[src/rtl/fetch_ctrl_pkg.sv]
// Shared fetch-stage definitions: reset/NOP defaults, fetch state encoding,
// IF/ID register layout and the PC incrementer.
package fetch_ctrl_pkg;

   localparam logic [31:0] RESET_PC_DEFAULT = 32'h0000_0000;
   localparam logic [31:0] NOP_INST_DEFAULT = 32'h0000_0000;

   localparam int IFID_PC_W   = 32;
   localparam int IFID_INST_W = 32;

   typedef enum logic [1:0] {
      FETCH   = 2'd0,
      HOLD    = 2'd1,
      DISCARD = 2'd2
   } fetch_state_t;

   typedef struct packed {
      logic                   valid;
      logic [IFID_PC_W-1:0]   pc;
      logic [IFID_PC_W-1:0]   pc_4;
      logic [IFID_INST_W-1:0] inst;
   } ifid_t;

   // Shared 32-bit adder; wraps modulo 2^32.
   function automatic logic [31:0] pc_add4(input logic [31:0] pc);
      return pc + 32'd4;
   endfunction

endpackage

[src/rtl/fetch_ctrl_if.sv]
// Instruction-memory req/ack port. The fetch stage is the master.
interface fetch_ctrl_if;
   logic        req;
   logic [31:0] addr;
   logic        ack;
   logic [31:0] rdata;

   modport master (output req, addr, input  ack, rdata);
   modport slave  (input  req, addr, output ack, rdata);
endinterface

[src/rtl/fetch_ctrl_ifid_reg.sv]
// IF/ID pipeline register: flush outranks load, load outranks bubble,
// otherwise the contents hold.
module ifid_reg
   import fetch_ctrl_pkg::*;
#(
   parameter logic [31:0] NOP_INST = NOP_INST_DEFAULT
) (
   input  logic        clk,
   input  logic        rst,
   input  logic        flush,
   input  logic        load,
   input  logic        bubble,
   input  logic [31:0] ld_pc,
   input  logic [31:0] ld_inst,
   output ifid_t       q
);

   always_ff @(posedge clk or posedge rst) begin
      if (rst) begin
         q <= '{valid: 1'b0, pc: '0, pc_4: '0, inst: NOP_INST};
      end else if (flush) begin
         q <= '{valid: 1'b0, pc: '0, pc_4: '0, inst: NOP_INST};
      end else if (load) begin
         q <= '{valid: 1'b1, pc: ld_pc, pc_4: pc_add4(ld_pc), inst: ld_inst};
      end else if (bubble) begin
         q.valid <= 1'b0;
         q.inst  <= NOP_INST;
      end
   end

endmodule

[src/rtl/fetch_ctrl.sv]
// Instruction-fetch sequencer: owns the PC, drives the imem req/ack port,
// and feeds IF/ID through a one-entry skid buffer under stall and redirect.
module fetch_ctrl
   import fetch_ctrl_pkg::*;
#(
   parameter logic [31:0] RESET_PC = RESET_PC_DEFAULT,
   parameter logic [31:0] NOP_INST = NOP_INST_DEFAULT
) (
   input  logic               clk,
   input  logic               rst,
   input  logic               stall,
   input  logic               branch_taken,
   input  logic [31:0]        branch_pc,
   fetch_ctrl_if.master       imem,
   output logic               ifid_valid,
   output logic [31:0]        ifid_pc,
   output logic [31:0]        ifid_pc_4,
   output logic [31:0]        ifid_inst
);

   fetch_state_t state, state_n;
   logic [31:0]  pc, pc_n;
   logic [31:0]  out_addr, out_addr_n;
   logic [31:0]  skid_pc, skid_pc_n;
   logic [31:0]  skid_inst, skid_inst_n;
   logic [31:0]  br_tgt;
   logic         xfer;
   logic         ld, fl, bub;
   logic [31:0]  ld_pc, ld_inst;
   ifid_t        ifid_q;

   assign br_tgt    = branch_pc & ~32'd3;
   assign imem.req  = !rst && (state != HOLD);
   // DISCARD keeps presenting the abandoned address until its ack drains.
   assign imem.addr = (state == DISCARD) ? out_addr : pc;
   assign xfer      = imem.req && imem.ack;

   always_comb begin
      state_n     = state;
      pc_n        = pc;
      out_addr_n  = out_addr;
      skid_pc_n   = skid_pc;
      skid_inst_n = skid_inst;
      ld          = 1'b0;
      fl          = 1'b0;
      bub         = 1'b0;
      ld_pc       = pc;
      ld_inst     = imem.rdata;
      case (state)
         FETCH: begin
            if (branch_taken) begin
               pc_n        = br_tgt;
               fl          = 1'b1;
               skid_pc_n   = '0;
               skid_inst_n = '0;
               out_addr_n  = pc;
               if (!xfer) state_n = DISCARD;
            end else if (xfer && !stall) begin
               ld   = 1'b1;
               pc_n = pc_add4(pc);
            end else if (xfer) begin
               skid_pc_n   = pc;
               skid_inst_n = imem.rdata;
               pc_n        = pc_add4(pc);
               state_n     = HOLD;
            end else if (!stall) begin
               bub = 1'b1;
            end
         end
         HOLD: begin
            if (branch_taken) begin
               pc_n        = br_tgt;
               fl          = 1'b1;
               skid_pc_n   = '0;
               skid_inst_n = '0;
               state_n     = FETCH;
            end else if (!stall) begin
               ld      = 1'b1;
               ld_pc   = skid_pc;
               ld_inst = skid_inst;
               state_n = FETCH;
            end
         end
         DISCARD: begin
            if (branch_taken) begin
               pc_n = br_tgt;
               fl   = 1'b1;
            end else if (!stall) begin
               bub = 1'b1;
            end
            if (xfer) state_n = FETCH;
         end
         default: state_n = FETCH;
      endcase
   end

   always_ff @(posedge clk or posedge rst) begin
      if (rst) begin
         state     <= FETCH;
         pc        <= RESET_PC;
         out_addr  <= '0;
         skid_pc   <= '0;
         skid_inst <= '0;
      end else begin
         state     <= state_n;
         pc        <= pc_n;
         out_addr  <= out_addr_n;
         skid_pc   <= skid_pc_n;
         skid_inst <= skid_inst_n;
      end
   end

   ifid_reg #(.NOP_INST(NOP_INST)) u_ifid (
      .clk     (clk),
      .rst     (rst),
      .flush   (fl),
      .load    (ld),
      .bubble  (bub),
      .ld_pc   (ld_pc),
      .ld_inst (ld_inst),
      .q       (ifid_q)
   );

   assign ifid_valid = ifid_q.valid;
   assign ifid_pc    = ifid_q.pc;
   assign ifid_pc_4  = ifid_q.pc_4;
   assign ifid_inst  = ifid_q.inst;

endmodule

[src/flat_wrapper.sv]
// flat-port wrapper written by rule: the top's interface ports become plain ports
module fetch_ctrl_flat import fetch_ctrl_pkg::*;
#(
   parameter logic [31:0] RESET_PC = RESET_PC_DEFAULT,
   parameter logic [31:0] NOP_INST = NOP_INST_DEFAULT
)
  (clk, rst, stall, branch_taken, branch_pc, ifid_valid, ifid_pc, ifid_pc_4, ifid_inst, imem_req, imem_addr, imem_ack, imem_rdata);
  fetch_ctrl_if imem_i ();
  input  logic clk;
  input  logic rst;
  input  logic stall;
  input  logic branch_taken;
  input  logic [31:0] branch_pc;
  output logic ifid_valid;
  output logic [31:0] ifid_pc;
  output logic [31:0] ifid_pc_4;
  output logic [31:0] ifid_inst;
  output wire logic [$bits(imem_i.req)-1:0] imem_req;
  output wire logic [$bits(imem_i.addr)-1:0] imem_addr;
  input wire logic [$bits(imem_i.ack)-1:0] imem_ack;
  input wire logic [$bits(imem_i.rdata)-1:0] imem_rdata;
  assign imem_req = imem_i.req;
  assign imem_addr = imem_i.addr;
  assign imem_i.ack = imem_ack;
  assign imem_i.rdata = imem_rdata;
  fetch_ctrl #(.RESET_PC(RESET_PC), .NOP_INST(NOP_INST)) u_core (.clk(clk), .rst(rst), .stall(stall), .branch_taken(branch_taken), .branch_pc(branch_pc), .imem(imem_i), .ifid_valid(ifid_valid), .ifid_pc(ifid_pc), .ifid_pc_4(ifid_pc_4), .ifid_inst(ifid_inst));
endmodule
[config.mk]
export PLATFORM = sky130hd
export DESIGN_NAME = fetch_ctrl_flat
export DESIGN_NICKNAME = d
export VERILOG_FILES = /design/src/rtl/fetch_ctrl_pkg.sv /design/src/rtl/fetch_ctrl_if.sv /design/src/rtl/fetch_ctrl_ifid_reg.sv /design/src/rtl/fetch_ctrl.sv /design/src/flat_wrapper.sv
export SDC_FILE = /design/constraint.sdc
export NUM_CORES = 1
export LEC_CHECK = 0
export ABC_AREA = 1
export BUFFER_PORTS_ARGS = -buffer_cell sky130_fd_sc_hd__buf_2
export CAP_MARGIN = 20
export CELL_PAD_IN_SITES_DETAIL_PLACEMENT = 1
export CELL_PAD_IN_SITES_GLOBAL_PLACEMENT = 1
export CORE_MARGIN = 5
export CORE_UTILIZATION = 37
export DETAILED_ROUTE_END_ITERATION = 16
export PLACE_DENSITY = 0.85
export SKIP_LAST_GASP = 1
export SYNTH_ARGS = -nofsm -noshare
export SYNTH_HDL_FRONTEND = slang
export SYNTH_SLANG_ARGS = --single-unit
[constraint.sdc]
create_clock -name clk -period 7.8 [get_ports clk]
set_clock_uncertainty 0.15 [all_clocks]
set_input_delay 1.56 -clock clk [delete_from_list [all_inputs] [get_ports clk]]
set_output_delay 1.56 -clock clk [all_outputs]
set_load 0.01 [all_outputs]
==> results.toml, run 1 <==
[logic_synthesis]
synth_top_cell_by_area = "dfrtp_1"
synth.avg_cell_area_um2 = 7.47
yosysSeqAreaShare = 0.480
synth_top_area_share = 0.480
synth_area_mm2 = 0.0114
ys_top_cells_by_count = "nand2_1, o21ai_0, dfrtp_1"
yosys_most_used_dff = "dfrtp_1"
synth.most_common_cell = "nand2_1"
ys_seq_elements = 219
yosys_warnings = 0
ys_types = 39
synth_edf_count = 0
yosys-top-cells-area = "dfrtp_1, nand2_1, o21ai_0"
async_flop_share = 1.00
synthCells = 1530

[detailed_routing]
wl_um = 36800
vias = 11000
vias_per_cell = 5.24
firstDrtPassIters = 5
drt_drc_violations_left = 0
detail_route.wl_per_cell_um = 17.6
drt_iter0_drc = 765
ant_nets = 0

[sta]
max_slew_margin = 0.321
worst_hold_slack_ns = 0.321
rsz0062_at_grt = "false"
worst_slew_pin_slew_ns = 1.02
hold_violations = 0
finalMaxSlewViolations = 0
layout_min_cycle_time_ns = 4.32
fin_setup_tns_ns = 0
fmax_mhz = 231
setup_violations = 0
final.period_utilization = 0.554

[clocking]
cts-root-buf = "clkbuf_16"
cts.sink_count = 219
clk_latency_ns = 0.53
h-tree-depth = 1
cts_resized = 0
cts.clk_slew.worst_paths_ns = 0.06
cts_tree = "yes"
cts_setup_buffers = 0
cts_buffers = 26
ctsHoldBuffers = 0
clockBufferDepth = 3

[floorplan]
io_pins = 199
rows = 64
die_h_um = 186
dieArea_mm2 = 0.0345
initial_core_util = 0.375
coreArea_mm2 = 0.0305
die_width_um = 186

[placement]
gp_congestion = 0.853
hpwl_um = 25400
placed_cell_area_mm2 = 0.0126
portBuffers = 194

[layout]
fin_nets = 1757
drive_gt1_frac = 0.171
final_area_mm2 = 0.0136
syn_to_final_growth_pct = 18.8

[status]
status = "finished, final reports clean"

[grt]
first_global_vias = 11200
antenna_found_initial = 2
grt_pass1_wl_um = 59600
grt_start_max_net_pins = 147
gr-total-overflow = 0
track_usage = 0.210

[power_and_ir_drop]
p_leak_nw = 6.74
power.density_mw_per_mm2 = 401
ir_drop_v = 0.000267

[setup_path]
arrival_ns = 4.58
worstPathMaxFanout = 66
crit_path_end_kind = "register"
path_class = "input port to register"
required_ns = 8.06
start_kind = "input port"

[job]
maxCapViolations = 0

[worst_hold_path]
hp-class = "register to register"
final cells by class:
class,count,area [µm²]
Fill cell,3847,16900
Inverter,158,601
Timing Repair Buffer,207,1120
Clock inverter,7,114
Antenna cell,1,2.50
Sequential cell,219,5480
Tap cell,396,495
Multi-Input combinational cell,1068,4970
Clock buffer,38,787
per-layer routing:
metal  wire length [µm]  track usage  part of all wire
met5                 13            0           0.00035
met4                509       0.0350             0.014
met3               2150       0.0315             0.058
met2              17000        0.341              0.46
met1              17100        0.304              0.47
cell usage in the layout (no fill, tap or decap), drive strengths merged, types with 12 or more instances in the layout:
cell	count
nand4	12
dfrtp	219
o21ai	268
nor3	18
buf	207
a21oi	21
nand3	136
nand2	453
inv	157
clkbuf	38
nor2	105
state kept, by name (all words and copies together) (netlist names):
name / cells
u_core.skid_inst: 32
u_core.pc: 30
u_core.out_addr: 30
u_core.u_ifid.q: 94
u_core.skid_pc: 31
u_core.state: 2
worst max-delay path, cell delays in order:
cell and delay (ns):
buf_2 0.17, nor2_8 0.45, nand2_4 0.49, buf_4 0.44, o21ai_2 0.25, ha_1 0.24, nand3_1 0.16, nor2_1 0.24
nand2_1 0.15, nor2_2 0.16, nand2_1 0.10, nand2_1 0.07, nand3_1 0.06
final timing paths:
| path | start | end | slack (ns) | cells after the start |
|---|---|---|---|---|
| setup / recovery | branch_taken | u_core.u_ifid.q[58] | 3.48 | 13 |
| hold / removal | u_core.u_ifid.q[75] | u_core.u_ifid.q[75] | 0.32 | 2 |
| max in group asynchronous | rst | u_core.u_ifid.q[45] | 5.14 | 3 |
| setup reg to reg | u_core.state[1] | u_core.u_ifid.q[58] | 4.06 | 15 |
| min in group asynchronous | rst | u_core.u_ifid.q[8] | 0.94 | 2 |
| hold reg to reg | u_core.u_ifid.q[75] | u_core.u_ifid.q[75] | 0.32 | 2 |
power by group:
group          switching (mW)  internal [mW]
Combinational            1.61          0.695
Sequential              0.323           1.54
Clock                   0.490          0.793
kinds of logic after synthesis:
logic type,count (synthesis),share of synthesized area
buf+inv,244,0.0875
compound gates,320,0.148
flops,219,0.480
fa+ha+maj,8,0.00876
xor+xnor,7,0.00536
simple gates,731,0.270
other cells,1,0.000328
through the flow:
step / setup WS [ns] / power, mW / instances / util
finish: 3.48 / 5.45 / 2094 / 0.445
global route: 3.20 / 5.87 / 2094 / 0.445
CTS: 3.28 / 5.46 / 2090 / 0.442
detailed placement: 2.77 / 4.13 / 2045 / 0.413
global placement: 2.88 / 4.02 / 2045 / 0.413
floorplan: 0.0973 / 3.31 / 1531 / -
No activity file was read; power rests on OpenSTA's default activity.
==> inputs of run 2 (changes only) <==
--- a/config.mk
+++ b/config.mk
@@ -5,13 +5,13 @@
 export SDC_FILE = /design/constraint.sdc
 export NUM_CORES = 1
 export LEC_CHECK = 0
-export ABC_AREA = 1
+export ABC_AREA = 0
 export BUFFER_PORTS_ARGS = -buffer_cell sky130_fd_sc_hd__buf_2
 export CAP_MARGIN = 20
 export CELL_PAD_IN_SITES_DETAIL_PLACEMENT = 1
 export CELL_PAD_IN_SITES_GLOBAL_PLACEMENT = 1
 export CORE_MARGIN = 5
-export CORE_UTILIZATION = 37
+export CORE_UTILIZATION = 39
 export DETAILED_ROUTE_END_ITERATION = 16
 export PLACE_DENSITY = 0.85
 export SKIP_LAST_GASP = 1
==> constraint.sdc (replaced) <==
create_clock -name clk -period 3.5 [get_ports clk]
set_clock_uncertainty 0.15 [all_clocks]
set_input_delay 0.7 -clock clk [delete_from_list [all_inputs] [get_ports clk]]
set_output_delay 0.7 -clock clk [all_outputs]
set_load 0.01 [all_outputs]
==> run 2 against run 1 <==
Net effect:
- sequential power increased by 130%
- routed wire length is 0.96% lower
- synthesized area down 4.1%
==> results.toml, run 2 <==
[layout]
final_cells = 1700
finish.utilization = 0.478
drive_gt1_frac = 0.266
syn_to_final_growth_pct = 21.1
fin_nets = 1379
final_cell_mix = "dfrtp_1, nand2_1, buf_2, o21ai_0, a21oi_1"
diodes = 0
largest-register = "u_core.u_ifid.q"
final_common_cell = "dfrtp_1"
top_regs = "u_core.u_ifid.q (94), u_core.skid_inst (32), u_core.skid_pc (31)"
largest_register_ffs = 94

[clocking]
cts-root-buf = "clkbuf_16"
clk_latency_ns = 0.54
cts_tree = "yes"
cts.clk_slew.worst_paths_ns = 0.07
cts.sink_count = 219
clockBufferDepth = 3
cts_buffers = 26
cts_resized = 0
ctsHoldBuffers = 0
h-tree-depth = 1
cts_setup_buffers = 0

[logic_synthesis]
ys_seq_elements = 219
ys_types = 62
synth_top_area_share = 0.500
synth.avg_cell_area_um2 = 9.64
async_flop_share = 1.00
yosys-top-cells-area = "dfrtp_1, nand2_1, o21ai_0"
synth.most_common_cell = "dfrtp_1"
synth_area_mm2 = 0.0110
yosysSeqAreaShare = 0.500
yosys_most_used_dff = "dfrtp_1"
yosys_warnings = 0
synth_top_cell_by_area = "dfrtp_1"
synth_edf_count = 0
synthCells = 1137
ys_top_cells_by_count = "dfrtp_1, nand2_1, o21ai_0"

[setup_path]
cp_slowest_cell = "or3b_2"
start_kind = "register"
required_ns = 3.77
max_stage_delay_ns = 0.48
worstPathMaxFanout = 10
crit_path_end_kind = "register"
worstReg2RegEnd = "u_core.u_ifid.q[62]"
reg2regPathDepth = 12
arrival_ns = 3.60
crit_path_frequent_cell = "nand2_1"
endpoint = "u_core.u_ifid.q[62]"
r2r-start = "u_core.state[1]"
crit_path_start = "u_core.state[1]"
path_cells = "inv_1, ha_1, buf_4, or3b_2, nand2_1, nand2_1, ha_2, and3_1, and4_1, o22ai_4, o31ai_1, a32o_1"
r2r_setup_slack_ns = 0.17
path_class = "register to register"

[detailed_routing]
firstDrtPassIters = 5
detail_route.wl_per_cell_um = 21.5
vias_per_cell = 5.69
drt_drc_violations_left = 0
drt_iter0_drc = 645
vias = 9667
ant_nets = 0
wl_um = 36500

[sta]
hold_violations = 0
worst_slew_pin_slew_ns = 1.04
max_slew_margin = 0.306
final.period_utilization = 0.951
layout_min_cycle_time_ns = 3.33
finalMaxSlewViolations = 0
fmax_mhz = 300
setup_violations = 0
rsz0062_at_grt = "false"

[power_and_ir_drop]
sw_frac_of_total = 0.413
p_sw_mw = 4.78
power_frac_clock = 0.239
power.density_mw_per_mm2 = 871
ir_drop_v = 0.000457
p_leak_nw = 6.20
p_seq_frac = 0.376
p_int_mw = 6.78
p_comb_frac = 0.385

[placement]
gp_congestion = 0.876
dp.cells = 1652
hpwl_um = 25100
portBuffers = 194

[worst_hold_path]
hp-class = "input port to async pin"

[status]
status = "finished, final reports clean"

[grt]
gr-total-overflow = 0
grt_start_max_net_pins = 126
first_global_vias = 10300
grt_pass1_wl_um = 57900
track_usage = 0.228
antenna_found_initial = 1

[floorplan]
die_h_um = 178
io_pins = 199
dieArea_mm2 = 0.0316
die_width_um = 178
initial_core_util = 0.395
rows = 61
coreArea_mm2 = 0.0278

[job]
maxCapViolations = 0
## run 2: cell types whose count changed in the layout (fill, tap and decap cells not counted), moves of 37 or more
cell / change
nand2_1: -226
inv_1: -140
nand3_1: -115
o21ai_0: -109
mux2i_1: +56
mux2_2: +55
nor2_1: -46
a21oi_1: +37
## run 2: critical path: cells and delay by family (launching register included)
family	cells	cell delay, ns
compound gates	3	0.74
fa+ha+maj	2	0.43
buf+inv	2	0.28
flops	1	0.42
simple gates	5	1.17
## run 2: cell families (layout without fill, tap and decap cells)
kind of cell,Yosys count,in the layout,share of synthesized area
simple gates,368,368,0.153
compound gates,308,308,0.176
flops,219,219,0.500
mux,111,111,0.108
buf+inv,107,291,0.0421
xor+xnor,15,15,0.0120
fa+ha+maj,8,8,0.00913
other cells,1,2,0.000342
## run 2: how the worst min path moves through the flow
stage / cells after the start / slack (ns) / from / endpoint
floorplan: 2 / 0.29 / u_core.out_addr[23] / u_core.out_addr[23]
global placement: 1 / 0.31 / u_core.u_ifid.q[86] / u_core.u_ifid.q[86]
detailed placement: 1 / 0.31 / u_core.u_ifid.q[96] / u_core.u_ifid.q[96]
CTS: 3 / 0.26 / imem_rdata[8] / u_core.skid_inst[8]
global route: 3 / 0.27 / imem_rdata[8] / u_core.skid_inst[8]
finish: 3 / 0.21 / rst / u_core.pc[29]
## run 2: layer usage
layer,routed length [µm],vias to the layer above,GRT usage,part of all wire
li1,-,4391,-,-
met1,14700,4877,0.286,0.40
met2,18300,299,0.395,0.50
met3,2050,98,0.0413,0.056
met4,1330,2,0.0777,0.037
met5,13,-,0,0.00036
## run 2: cell type report
| class | instances | area (µm²) |
|---|---|---|
| fill | 3221 | 14500 |
| clock buffer | 33 | 737 |
| tap | 378 | 473 |
| timing repair buffer | 230 | 1300 |
| multi-input combinational | 812 | 5080 |
| sequential | 219 | 5480 |
| clock inverter | 15 | 149 |
| inverter | 13 | 52.6 |
## run 2: power by group through the flow
| stage | clock, mW | sequential [mW] | combinational [mW] |
|---|---|---|---|
| final | 2.76 | 4.34 | 4.45 |
| after global routing | 2.93 | 4.45 | 4.90 |
| after CTS | 2.80 | 4.31 | 4.49 |
| after detailed placement | 0 | 4.34 | 4.43 |
| after global placement | 0 | 4.27 | 4.24 |
| after floorplan | 0 | 4.07 | 2.86 |
## run 2: through the flow
step                      total power [mW]  hold slack (ns)  worst slack, ns  area, µm²  setup TNS (ns)
after floorplan                       6.94            0.294           -0.204      11000          -44.70
after global placement                8.51            0.307            0.244      12400               0
after detailed placement              8.77            0.312            0.137      12400               0
after CTS                             11.6            0.260            0.184      13300               0
after global routing                  12.3            0.269           0.0215      13300               0
final                                 11.6            0.210            0.172      13300               0
